===== src/rtl/ram_ctrl_pkg.sv =====
// Shared definitions for the RAM request-side controller: FSM state
// encoding and the fill value written by the clear sweep.
package ram_ctrl_pkg;

  // Controller FSM states
  typedef enum logic [2:0] {
    IDLE,
    WR,
    RD,
    RD_CAP,
    CLR
  } state_t;

  // Fill pattern for the clear sweep, sized down to the RAM word at use
  localparam logic [63:0] CLR_FILL = '0;

endpackage


===== src/rtl/ram_access_ctrl.sv =====
// Request-side controller for a single-port synchronous RAM with a
// registered 1-cycle read port. Serialises read/write requests onto the
// RAM pins, returns read data over a valid/ready response channel, and
// offers a zero-fill sweep over every RAM location.
//
// state  | meaning
// -------+-----------------------------------------------------------
// IDLE   | waiting for a request or clear_start; RAM enables low
// WR     | ram_write_en high for the single cycle of the write
// RD     | ram_read_en high; RAM registers its data at the exit edge
// RD_CAP | RAM data valid; captured into rsp_rdata at the exit edge
// CLR    | sweep writing CLR_FILL to addresses 0..MAX_MEM_LOC
module ram_access_ctrl
  import ram_ctrl_pkg::*;
#(
  parameter int DATA_WIDTH     = 8,
  parameter int ADDR_BUS_WIDTH = 4,
  parameter int MAX_MEM_LOC    = 2**ADDR_BUS_WIDTH-1
) (
  input  logic                      clk,
  input  logic                      rst_n,
  input  logic                      req_valid,
  output logic                      req_ready,
  input  logic                      req_write,
  input  logic [ADDR_BUS_WIDTH-1:0] req_addr,
  input  logic [DATA_WIDTH-1:0]     req_wdata,
  output logic                      rsp_valid,
  input  logic                      rsp_ready,
  output logic [DATA_WIDTH-1:0]     rsp_rdata,
  input  logic                      clear_start,
  output logic                      clear_busy,
  output logic                      clear_done,
  output logic                      ram_read_en,
  output logic                      ram_write_en,
  output logic [ADDR_BUS_WIDTH-1:0] ram_address_loc,
  output logic [DATA_WIDTH-1:0]     ram_data_in,
  input  logic [DATA_WIDTH-1:0]     ram_data_out
);

  // Sweep ends on a compare, so a RAM smaller than the address space works
  localparam logic [ADDR_BUS_WIDTH-1:0] LP_LAST_ADDR = ADDR_BUS_WIDTH'(MAX_MEM_LOC);

  state_t                    r_state;
  logic                      r_rsp_valid;
  logic [DATA_WIDTH-1:0]     r_rsp_rdata;
  logic                      r_clear_busy;
  logic                      r_clear_done;
  logic                      r_ram_read_en;
  logic                      r_ram_write_en;
  logic [ADDR_BUS_WIDTH-1:0] r_ram_address_loc;
  logic [DATA_WIDTH-1:0]     r_ram_data_in;
  logic [ADDR_BUS_WIDTH-1:0] r_sweep_addr;

  logic w_rsp_stall;
  logic w_req_ready;
  logic w_req_fire;

  // A pending, unconsumed response blocks new requests so it is never overwritten;
  // clear_start takes priority over a simultaneous request.
  assign w_rsp_stall = r_rsp_valid && !rsp_ready;
  assign w_req_ready = (r_state == IDLE) && !clear_start && !w_rsp_stall;
  assign w_req_fire  = req_valid && w_req_ready;

  // FSM with registered RAM-side and response outputs
  always_ff @(posedge clk or negedge rst_n) begin
    if (!rst_n) begin
      r_state           <= IDLE;
      r_rsp_valid       <= 1'b0;
      r_rsp_rdata       <= '0;
      r_clear_busy      <= 1'b0;
      r_clear_done      <= 1'b0;
      r_ram_read_en     <= 1'b0;
      r_ram_write_en    <= 1'b0;
      r_ram_address_loc <= '0;
      r_ram_data_in     <= '0;
      r_sweep_addr      <= '0;
    end else begin
      r_clear_done <= 1'b0;
      if (r_rsp_valid && rsp_ready) begin
        r_rsp_valid <= 1'b0;
      end
      case (r_state)
        IDLE: begin
          if (clear_start) begin
            r_state           <= CLR;
            r_sweep_addr      <= '0;
            r_ram_address_loc <= '0;
            r_ram_data_in     <= DATA_WIDTH'(CLR_FILL);
            r_ram_write_en    <= 1'b1;
            r_clear_busy      <= 1'b1;
          end else if (w_req_fire) begin
            r_ram_address_loc <= req_addr;
            if (req_write) begin
              r_state        <= WR;
              r_ram_write_en <= 1'b1;
              r_ram_data_in  <= req_wdata;
            end else begin
              r_state       <= RD;
              r_ram_read_en <= 1'b1;
            end
          end
        end
        WR: begin
          r_ram_write_en <= 1'b0;
          r_state        <= IDLE;
        end
        RD: begin
          r_ram_read_en <= 1'b0;
          r_state       <= RD_CAP;
        end
        RD_CAP: begin
          // ram_data_out is only trusted on this edge
          r_rsp_rdata <= ram_data_out;
          r_rsp_valid <= 1'b1;
          r_state     <= IDLE;
        end
        CLR: begin
          if (r_sweep_addr < LP_LAST_ADDR) begin
            r_sweep_addr      <= r_sweep_addr + 1'b1;
            r_ram_address_loc <= r_sweep_addr + 1'b1;
          end else begin
            r_ram_write_en <= 1'b0;
            r_clear_busy   <= 1'b0;
            r_clear_done   <= 1'b1;
            r_state        <= IDLE;
          end
        end
        default: begin
          r_ram_read_en  <= 1'b0;
          r_ram_write_en <= 1'b0;
          r_clear_busy   <= 1'b0;
          r_state        <= IDLE;
        end
      endcase
    end
  end

  assign req_ready       = w_req_ready;
  assign rsp_valid       = r_rsp_valid;
  assign rsp_rdata       = r_rsp_rdata;
  assign clear_busy      = r_clear_busy;
  assign clear_done      = r_clear_done;
  assign ram_read_en     = r_ram_read_en;
  assign ram_write_en    = r_ram_write_en;
  assign ram_address_loc = r_ram_address_loc;
  assign ram_data_in     = r_ram_data_in;

endmodule

===== config.mk =====
export PLATFORM = sky130hd
export DESIGN_NAME = ram_access_ctrl
export DESIGN_NICKNAME = d
export VERILOG_FILES = /design/src/rtl/ram_ctrl_pkg.sv /design/src/rtl/ram_access_ctrl.sv
export SDC_FILE = /design/constraint.sdc
export NUM_CORES = 1
export LEC_CHECK = 0
export ABC_AREA = 1
export BUFFER_PORTS_ARGS = -buffer_cell sky130_fd_sc_hd__buf_2
export CAP_MARGIN = 25
export CORE_ASPECT_RATIO = 0.9
export CORE_UTILIZATION = 53
export CTS_BUF_LIST = sky130_fd_sc_hd__clkbuf_8 sky130_fd_sc_hd__clkbuf_16
export DETAILED_ROUTE_END_ITERATION = 6
export GPL_ROUTABILITY_DRIVEN = 0
export PLACE_DENSITY = 0.86
export REMOVE_ABC_BUFFERS = 1
export SLEW_MARGIN = 10
export SYNTH_ARGS = -nofsm -noshare
export SYNTH_HDL_FRONTEND = slang
export SYNTH_SLANG_ARGS = --single-unit
export TNS_END_PERCENT = 10

===== constraint.sdc =====
create_clock -name clk -period 2.05 [get_ports clk]
set_clock_uncertainty 0.15 [all_clocks]
set_input_delay 0.5125 -clock clk [delete_from_list [all_inputs] [get_ports clk]]
set_output_delay 0.5125 -clock clk [all_outputs]
set_load 0.005 [all_outputs]

# Yosys cells after proc, flatten, opt, wreduce, memory -nomap -nowiden
# Index checks and enable logic that the tools add are counted.
# classes
addsub	1
order_cmp	1
n_eq_ne	12
n_mux	29
bitwise_logic	3
reduce_logical	23
# op_table
op	n
8-bit two-way mux	3
4-bit two-way mux	4
4-bit one-hot mux with 2 select lines	2
1-bit two-way mux	12
2-bit != test (second input constant)	6
3-bit AND reduction	4
3-bit two-way mux	3
3-bit one-hot mux with 3 select lines	1
4-bit AND reduction	2
2-bit nonzero test	4
3-bit by 2-bit equality test with 1-bit output (second input constant)	2
3-bit != test (second input constant)	2
1-bit one-hot mux with 3 select lines	2
3-bit OR reduction	2
1-bit logical AND	5
4-bit by 1-bit adder with 4-bit output (second input constant)	1
4-bit less-than comparator (second input constant)	1
3-bit by 1-bit equality test with 1-bit output (second input constant)	1
3-bit equality test (second input constant)	1
1-bit zero test	3
3-bit zero test	1
1-bit NOT	3
2-bit two-way mux	1
1-bit one-hot mux with 2 select lines	1
other kinds (2)	2
# word_totals
ff_bits	32
inputBits	26
wordCells	79

# Depth between registers and ports, before layout
# Gate-level depths: netlist (run 1).
# depth
word_depth	8
ltp_mapped	8
ltp_nobuf	8

# Least setup slack after synthesis (run 1)
# OpenSTA, ideal clock, no wires.
# synth_path
path_type	input-to-output
from	input port rsp_ready
to	output port req_ready
arrival_ps	823
setup_slack_ps	564
path_stages	4
path_buffers	0
path_cell_list	inv_1 nand2_1 inv_1 nor2_4
# synth_between
elab_chain_len	4
# synth_lines
item	line_no	source
start, declared	ram_access_ctrl.sv:28	input logic rsp_ready,
1-bit zero test	ram_access_ctrl.sv:60	assign w_rsp_stall = r_rsp_valid && !rsp_ready;
1-bit logical AND	ram_access_ctrl.sv:60	
1-bit zero test	ram_access_ctrl.sv:61	assign w_req_ready = (r_state == IDLE) && !clear_start && !w_rsp_stall;
1-bit logical AND	ram_access_ctrl.sv:61	
end, declared	ram_access_ctrl.sv:23	output logic req_ready,
# Every way passes these cells.

# Worst setup path after layout (run 1)
# layout_path
from	register r_state[0]
to	output port req_ready
# layout_between
elab_chain_len	3
# layout_lines
item	line_no	source
start, declared	ram_access_ctrl.sv:43	state_t r_state;
start signal, assigned	ram_access_ctrl.sv:67	r_state <= IDLE;
start signal, assigned	ram_access_ctrl.sv:85	r_state <= CLR;
start signal, assigned	ram_access_ctrl.sv:94	r_state <= WR;
3-bit zero test	ram_access_ctrl.sv:61	
1-bit logical AND (2 in series)	ram_access_ctrl.sv:61	
# Every way passes these cells.

==> out/qor.yml, run 1 <==
ctsResizeCount: 0
worst_pin_slew_ns: 0.6748
status: "completed"
num_io_pins: 52
peakVddDrop_mv: 0.7631
dp_slack_ns: 0.2613
dpl_cell_area_mm2: 0.001792
cts_setup_buffers: 0
p_comb_share_pct: 39.9
path_cells: "nor2_4 > nand3_4 > nor2_4 > buf_2"
synth_warnings: 0
seq_area_um2: 800.8
postCtsHoldBufs: 0
path_clk_slew_ns: 0.06
numClockSinks: 32
drive_gt1_share_pct: 38.01
grt_first_pass_wirelength_mm: 5.492
cp.required_ns: 1.39
ys_seq_area_share_pct: 53.38
ys_ff_latch: 32
stdcell_area_mm2: 0.001882
numPortBuffers: 51
crit_arrival_ns: 1.26
vias: 1276
fin_cells: 259
die-height_um: 52.47
critPathSlowestCell: "dfrtp_1"
p_sw_uw: 938.1
diodes: 0
clockRootBuffer: "clkbuf_8"
timing_worst_setup_path_type: "reg -> out"
p_seq_share_pct: 40.3
cts_tree: "done"
syn-instance-count: 163
cp_max_fo: 4
p_per_area_mw_per_mm2: 1294
grt_start_max_net_pins: 33
routedWlPerCell_um: 12.19
setup_tns_ns: 0
internal_power_mw: 1.498
reg2reg_slack_ns: 0.39
fill_cells: 210
cts_buffer_depth: 2
nNetsFinal: 247
place_inst: 251
slowest_delay_ns: 0.45
syn_area_per_cell_um2: 9.204
clkPwrFrac_pct: 19.8
critPathLaunchType: "flop"
ant_nets: 0
drc: 0
maxCapViolCount: 0
drt_wl_total_mm: 3.156
dieArea_mm2: 0.003047
finalWorstSetupSlack_ns: 0.1323
multi_input_area_um2: 630.6
fmax_mhz: 521.5
design.core.area_mm2: 0.002574
grt_pass1_vias: 1276
die_x_um: 58.08
period_share_pct: 93.55
finalHoldViolations: 0
finalMaxSlewViolations: 0
clkLatencyLatePin_ns: 0.28
syn_to_final_growth_pct: 25.44
antenna_found_initial: 0
layout_common_cells: "51 x nand2_1, 51 x buf_2, 32 x dfrtp_1"
rows: 17
crit_path_end_kind: "primary output"
start_util_pct: 58.29
syn_area_mm2: 0.001500
ctsHtreeMaxLevel: 2
grt_overflow: 0
min_path_type: "in -> async"
swShare_pct: 38.51
power_mw: 2.436
grt_use_total_pct: 24.82
leakagePower_nw: 1.076
via_per_inst: 4.927
dr.pass1.iters: 4
yosysUniqueCellTypes: 23
finalSetupViolCount: 0
crit_top_cell: "nor2_4"
max_slew_margin_pct: 55.01
first_iter_violations: 36
rsz0062_at_grt: "false"
hpwlAfterDp_mm: 2.324
finalCriticalPeriod_ns: 1.918
numCtsBuffers: 5
==> sequential cells by signal (all words and copies together), names as in the netlist <==
name / count
clear_done: 1
ram_data_in: 8
ram_write_en: 1
rsp_rdata: 8
r_state: 3
r_sweep_addr: 4
clear_busy: 1
rsp_valid: 1
ram_read_en: 1
ram_address_loc: 4
==> synthesized netlist by cell type, drive strengths merged <==
| cell type | instances | area share (%) |
|---|---|---|
| nand2 | 57 | 16 |
| clkinv | 1 | 0.58 |
| nand4 | 1 | 0.42 |
| dfrtp | 32 | 53 |
| buf | 1 | 0.75 |
| o21ai | 3 | 1.3 |
| nand3 | 21 | 9.0 |
| and2 | 1 | 0.58 |
| mux2 | 8 | 6.0 |
| nor2 | 18 | 5.8 |
| or2 | 1 | 0.42 |
| inv | 13 | 3.3 |
| ha | 1 | 0.83 |
| a31oi | 1 | 0.42 |
| a21oi | 4 | 1.3 |
==> power by group through the flow <==
stage	logic, mW	clock network (mW)	registers (mW)
global placement	0.941	0	0.979
detailed placement	0.973	0	0.982
global route	1.12	0.522	1.01
finish	0.972	0.482	0.982
floorplan	0.635	0	0.983
CTS	0.979	0.494	0.981
==> layout make-up <==
cell class              count  area share, %
inverters                  14          3.059
clock inverters             2         0.3989
repair buffers             51          13.56
flip-flops and latches     32          42.55
well taps                  38          2.527
multi-input cells         116          33.51
clock buffers               6          4.388
==> routing by layer <==
layer  routed length [um]  global-route usage, %  vias to the layer above  part of all wire, %
li1                     -                      -                      632                    -
met3                  175                  7.901                        7                  5.5
met1                 1331                  29.31                      593                   42
met5                    0                      0                        -                    0
met2                 1595                  41.57                       44                   51
met4                   53                  11.11                        0                  1.7
==> critical path, delay by kind of cell, from the launching register on <==
kind	cells	cell delay (ns)
buf+inv	1	0.13
simple gates	3	0.40
flops	1	0.45
==> final timing paths <==
kind | start | endpoint | cells past startpoint
max | r_state[0] | req_ready | 4
min | rst_n | rsp_rdata[6] | 1
max reg2reg | r_sweep_addr[0] | ram_address_loc[1] | 8
min reg2reg | ram_write_en | ram_write_en | 2
max in group asynchronous | rst_n | ram_read_en | 1
min in group clk | req_wdata[0] | ram_data_in[0] | 3
==> cells by family (layout without fill, tap and decap cells) <==
family | count (synthesis) | count (layout) | share of synthesized area, %
AND/OR/NAND/NOR | 99 | 99 | 32.19
adder cells (fa/ha/maj) | 1 | 1 | 0.8339
multiplexers | 8 | 8 | 6.005
flip-flops | 32 | 32 | 53.38
buffers and inverters | 15 | 73 | 4.587
AO/OA/AOI/OAI | 8 | 8 | 3.003
==> per-stage QoR <==
step	hold slack, ns	utilization, %
2_1_floorplan	0.06691	-
6_report	0.1160	73.12
3_3_place_gp	0.3121	69.62
3_5_place_dp	0.3147	69.62
4_1_cts	0.1376	73.12
5_1_grt	0.1593	73.12
No activity file was read; power rests on OpenSTA's default activity.
==> run 2, diff against run 1 <==
--- a/config.mk
+++ b/config.mk
@@ -8,12 +8,12 @@
 export ABC_AREA = 1
 export BUFFER_PORTS_ARGS = -buffer_cell sky130_fd_sc_hd__buf_2
 export CAP_MARGIN = 25
-export CORE_ASPECT_RATIO = 0.9
-export CORE_UTILIZATION = 53
+export CORE_ASPECT_RATIO = 1.2
+export CORE_UTILIZATION = 49
 export CTS_BUF_LIST = sky130_fd_sc_hd__clkbuf_8 sky130_fd_sc_hd__clkbuf_16
 export DETAILED_ROUTE_END_ITERATION = 6
 export GPL_ROUTABILITY_DRIVEN = 0
-export PLACE_DENSITY = 0.86
+export PLACE_DENSITY = 0.8
 export REMOVE_ABC_BUFFERS = 1
 export SLEW_MARGIN = 10
 export SYNTH_ARGS = -nofsm -noshare
==> constraint.sdc (replaced) <==
create_clock -name clk -period 2 [get_ports clk]
set_clock_uncertainty 0.15 [all_clocks]
set_input_delay 0.5 -clock clk [delete_from_list [all_inputs] [get_ports clk]]
set_output_delay 0.5 -clock clk [all_outputs]
set_load 0.005 [all_outputs]
==> run 2 against run 1 <==
Sequential share of layout area increased by 0.40 points. Hold slack got worse by 0.0045 ns. Final cell count decreased by 1.9%.
==> out/qor.yml, run 2 (same netlist as run 1, synthesis figures left out) <==
leakagePower_nw: 1.068  # -0.80%
num_io_pins: 52  # unchanged
max_slew_margin_pct: 53.79  # -1.2 points
nNetsFinal: 247  # unchanged
peakVddDrop_mv: 0.6700  # -12%
postCtsHoldBufs: 0  # unchanged
grt_pass1_vias: 1247  # -2.3%
place_inst: 247  # -1.6%
clkLatencyLatePin_ns: 0.28  # about the same
cts_setup_buffers: 0  # unchanged
die-height_um: 62.61  # +19%
rsz0062_at_grt: "false"
cts_buffer_depth: 2  # unchanged
fin_cells: 254  # -1.9%
rows: 21  # +4
grt_start_max_net_pins: 33  # unchanged
timing_worst_setup_path_type: "reg -> out"
worst_pin_slew_ns: 0.6931  # +0.01828 ns
clockRootBuffer: "clkbuf_8"
dp_slack_ns: 0.2388  # -0.02241 ns
grt_overflow: 0  # unchanged
via_per_inst: 4.835  # -1.9%
dr.pass1.iters: 4  # unchanged
critPathLaunchType: "flop"
die_x_um: 52.51  # -9.6%
ctsResizeCount: 0  # unchanged
min_path_type: "in -> async"
grt_first_pass_wirelength_mm: 5.264  # -4.2%
critPathSlowestCell: "dfrtp_1"
fill_cells: 257  # +22%
finalSetupViolCount: 0  # unchanged
numClockSinks: 32  # unchanged
path_cells: "nor2_4 > nand3_4 > nor2_4 > buf_2"
dieArea_mm2: 0.003288  # +7.9%
cp.required_ns: 1.35  # -0.04 ns
crit_family: "flip-flops"
fmax_mhz: 528.6
setup_tns_ns: 0  # unchanged
path_clk_slew_ns: 0.06  # about the same
drive_gt1_share_pct: 38.18  # +0.17 points
finalHoldViolations: 0  # unchanged
design.core.area_mm2: 0.002838  # +10%
finalCriticalPeriod_ns: 1.892
hpwlAfterDp_mm: 2.252  # -3.1%
p_per_area_mw_per_mm2: 1301  # +0.49%
ctsHtreeMaxLevel: 2  # unchanged
finalMaxSlewViolations: 0  # unchanged
vias: 1228  # -3.8%
slowest_delay_ns: 0.43  # -0.02 ns
numPortBuffers: 51  # unchanged
period_share_pct: 94.59
grt_use_total_pct: 22.02  # -2.8 points
crit_arrival_ns: 1.24  # -0.02 ns
cts_tree: "done"
crit_path_end_kind: "primary output"
drc: 0  # unchanged
cp_num_buf_inv: 1  # unchanged
layout_common_cells: "51 x nand2_1, 51 x buf_2, 32 x dfrtp_1"
numCtsBuffers: 5  # unchanged
finalWorstSetupSlack_ns: 0.1081  # -0.02417 ns
first_iter_violations: 18  # -50%
maxCapViolCount: 0  # unchanged
diodes: 0  # unchanged
path_depth: 4  # unchanged
syn_to_final_growth_pct: 24.27
ant_nets: 0  # unchanged
antenna_found_initial: 0  # unchanged
drt_wl_total_mm: 2.951  # -6.5%
start_util_pct: 52.87  # -5.4 points
cp_max_fo: 4  # unchanged
worstRegToRegCells: 8  # unchanged
routedWlPerCell_um: 11.62  # -4.7%
status: "completed"
crit_top_cell: "nor2_4"
==> run 2: cell types whose count changed in the layout (fill, tap and decap cells not counted), sizes merged <==
cell / previous run / this run
clkbuf: 6 / 5
clkinv: 1 / 2
inv: 15 / 14
==> run 2: per-layer routing <==
metal	wire [um]	vias to the layer above	GRT usage (%)
met5	0	-	0
met4	58	0	9.868
met3	149	6	7.056
met2	1487	35	35.60
met1	1255	553	25.96
li1	-	634	-
==> run 2: area by class of cell <==
| cell class | instances | area [um^2] | share of cell area [%] |
|---|---|---|---|
| multi-input combinational | 116 | 630.6 | 33.83 |
| clock inverter | 2 | 8.758 | 0.4698 |
| timing repair buffer | 51 | 255.2 | 13.69 |
| sequential | 32 | 800.8 | 42.95 |
| clock buffer | 5 | 68.82 | 3.691 |
| inverter | 14 | 57.56 | 3.087 |
| tap | 34 | 42.54 | 2.282 |
==> run 2: final timing paths <==
| check | endpoint | from | slack (ns) |
|---|---|---|---|
| max | req_ready | r_state[2] | 0.11 |
| min | rsp_rdata[2] | rst_n | 0.11 |
| max reg2reg | ram_address_loc[1] | r_state[2] | 0.50 |
| min reg2reg | ram_address_loc[3] | ram_address_loc[3] | 0.33 |
| max in group asynchronous | rsp_rdata[7] | rst_n | 1.14 |
| min in group clk | ram_data_in[2] | req_wdata[2] | 0.26 |
==> run 2: where the power goes <==
part	switching (mW)	internal, mW	total, mW
registers	0.136	0.862	0.998
logic	0.574	0.402	0.977
clock network	0.220	0.231	0.450
==> run 2: metrics by stage <==
step / instance area [um^2] / utilization, % / hold WS, ns / power [mW]
2_1_floorplan: 1489 / - / 0.05441 / 1.658
3_3_place_gp: 1787 / 62.96 / 0.3001 / 1.959
3_5_place_dp: 1787 / 62.96 / 0.3152 / 1.995
4_1_cts: 1864 / 65.70 / 0.1266 / 2.463
5_1_grt: 1864 / 65.70 / 0.1502 / 2.657
6_report: 1864 / 65.70 / 0.1115 / 2.425
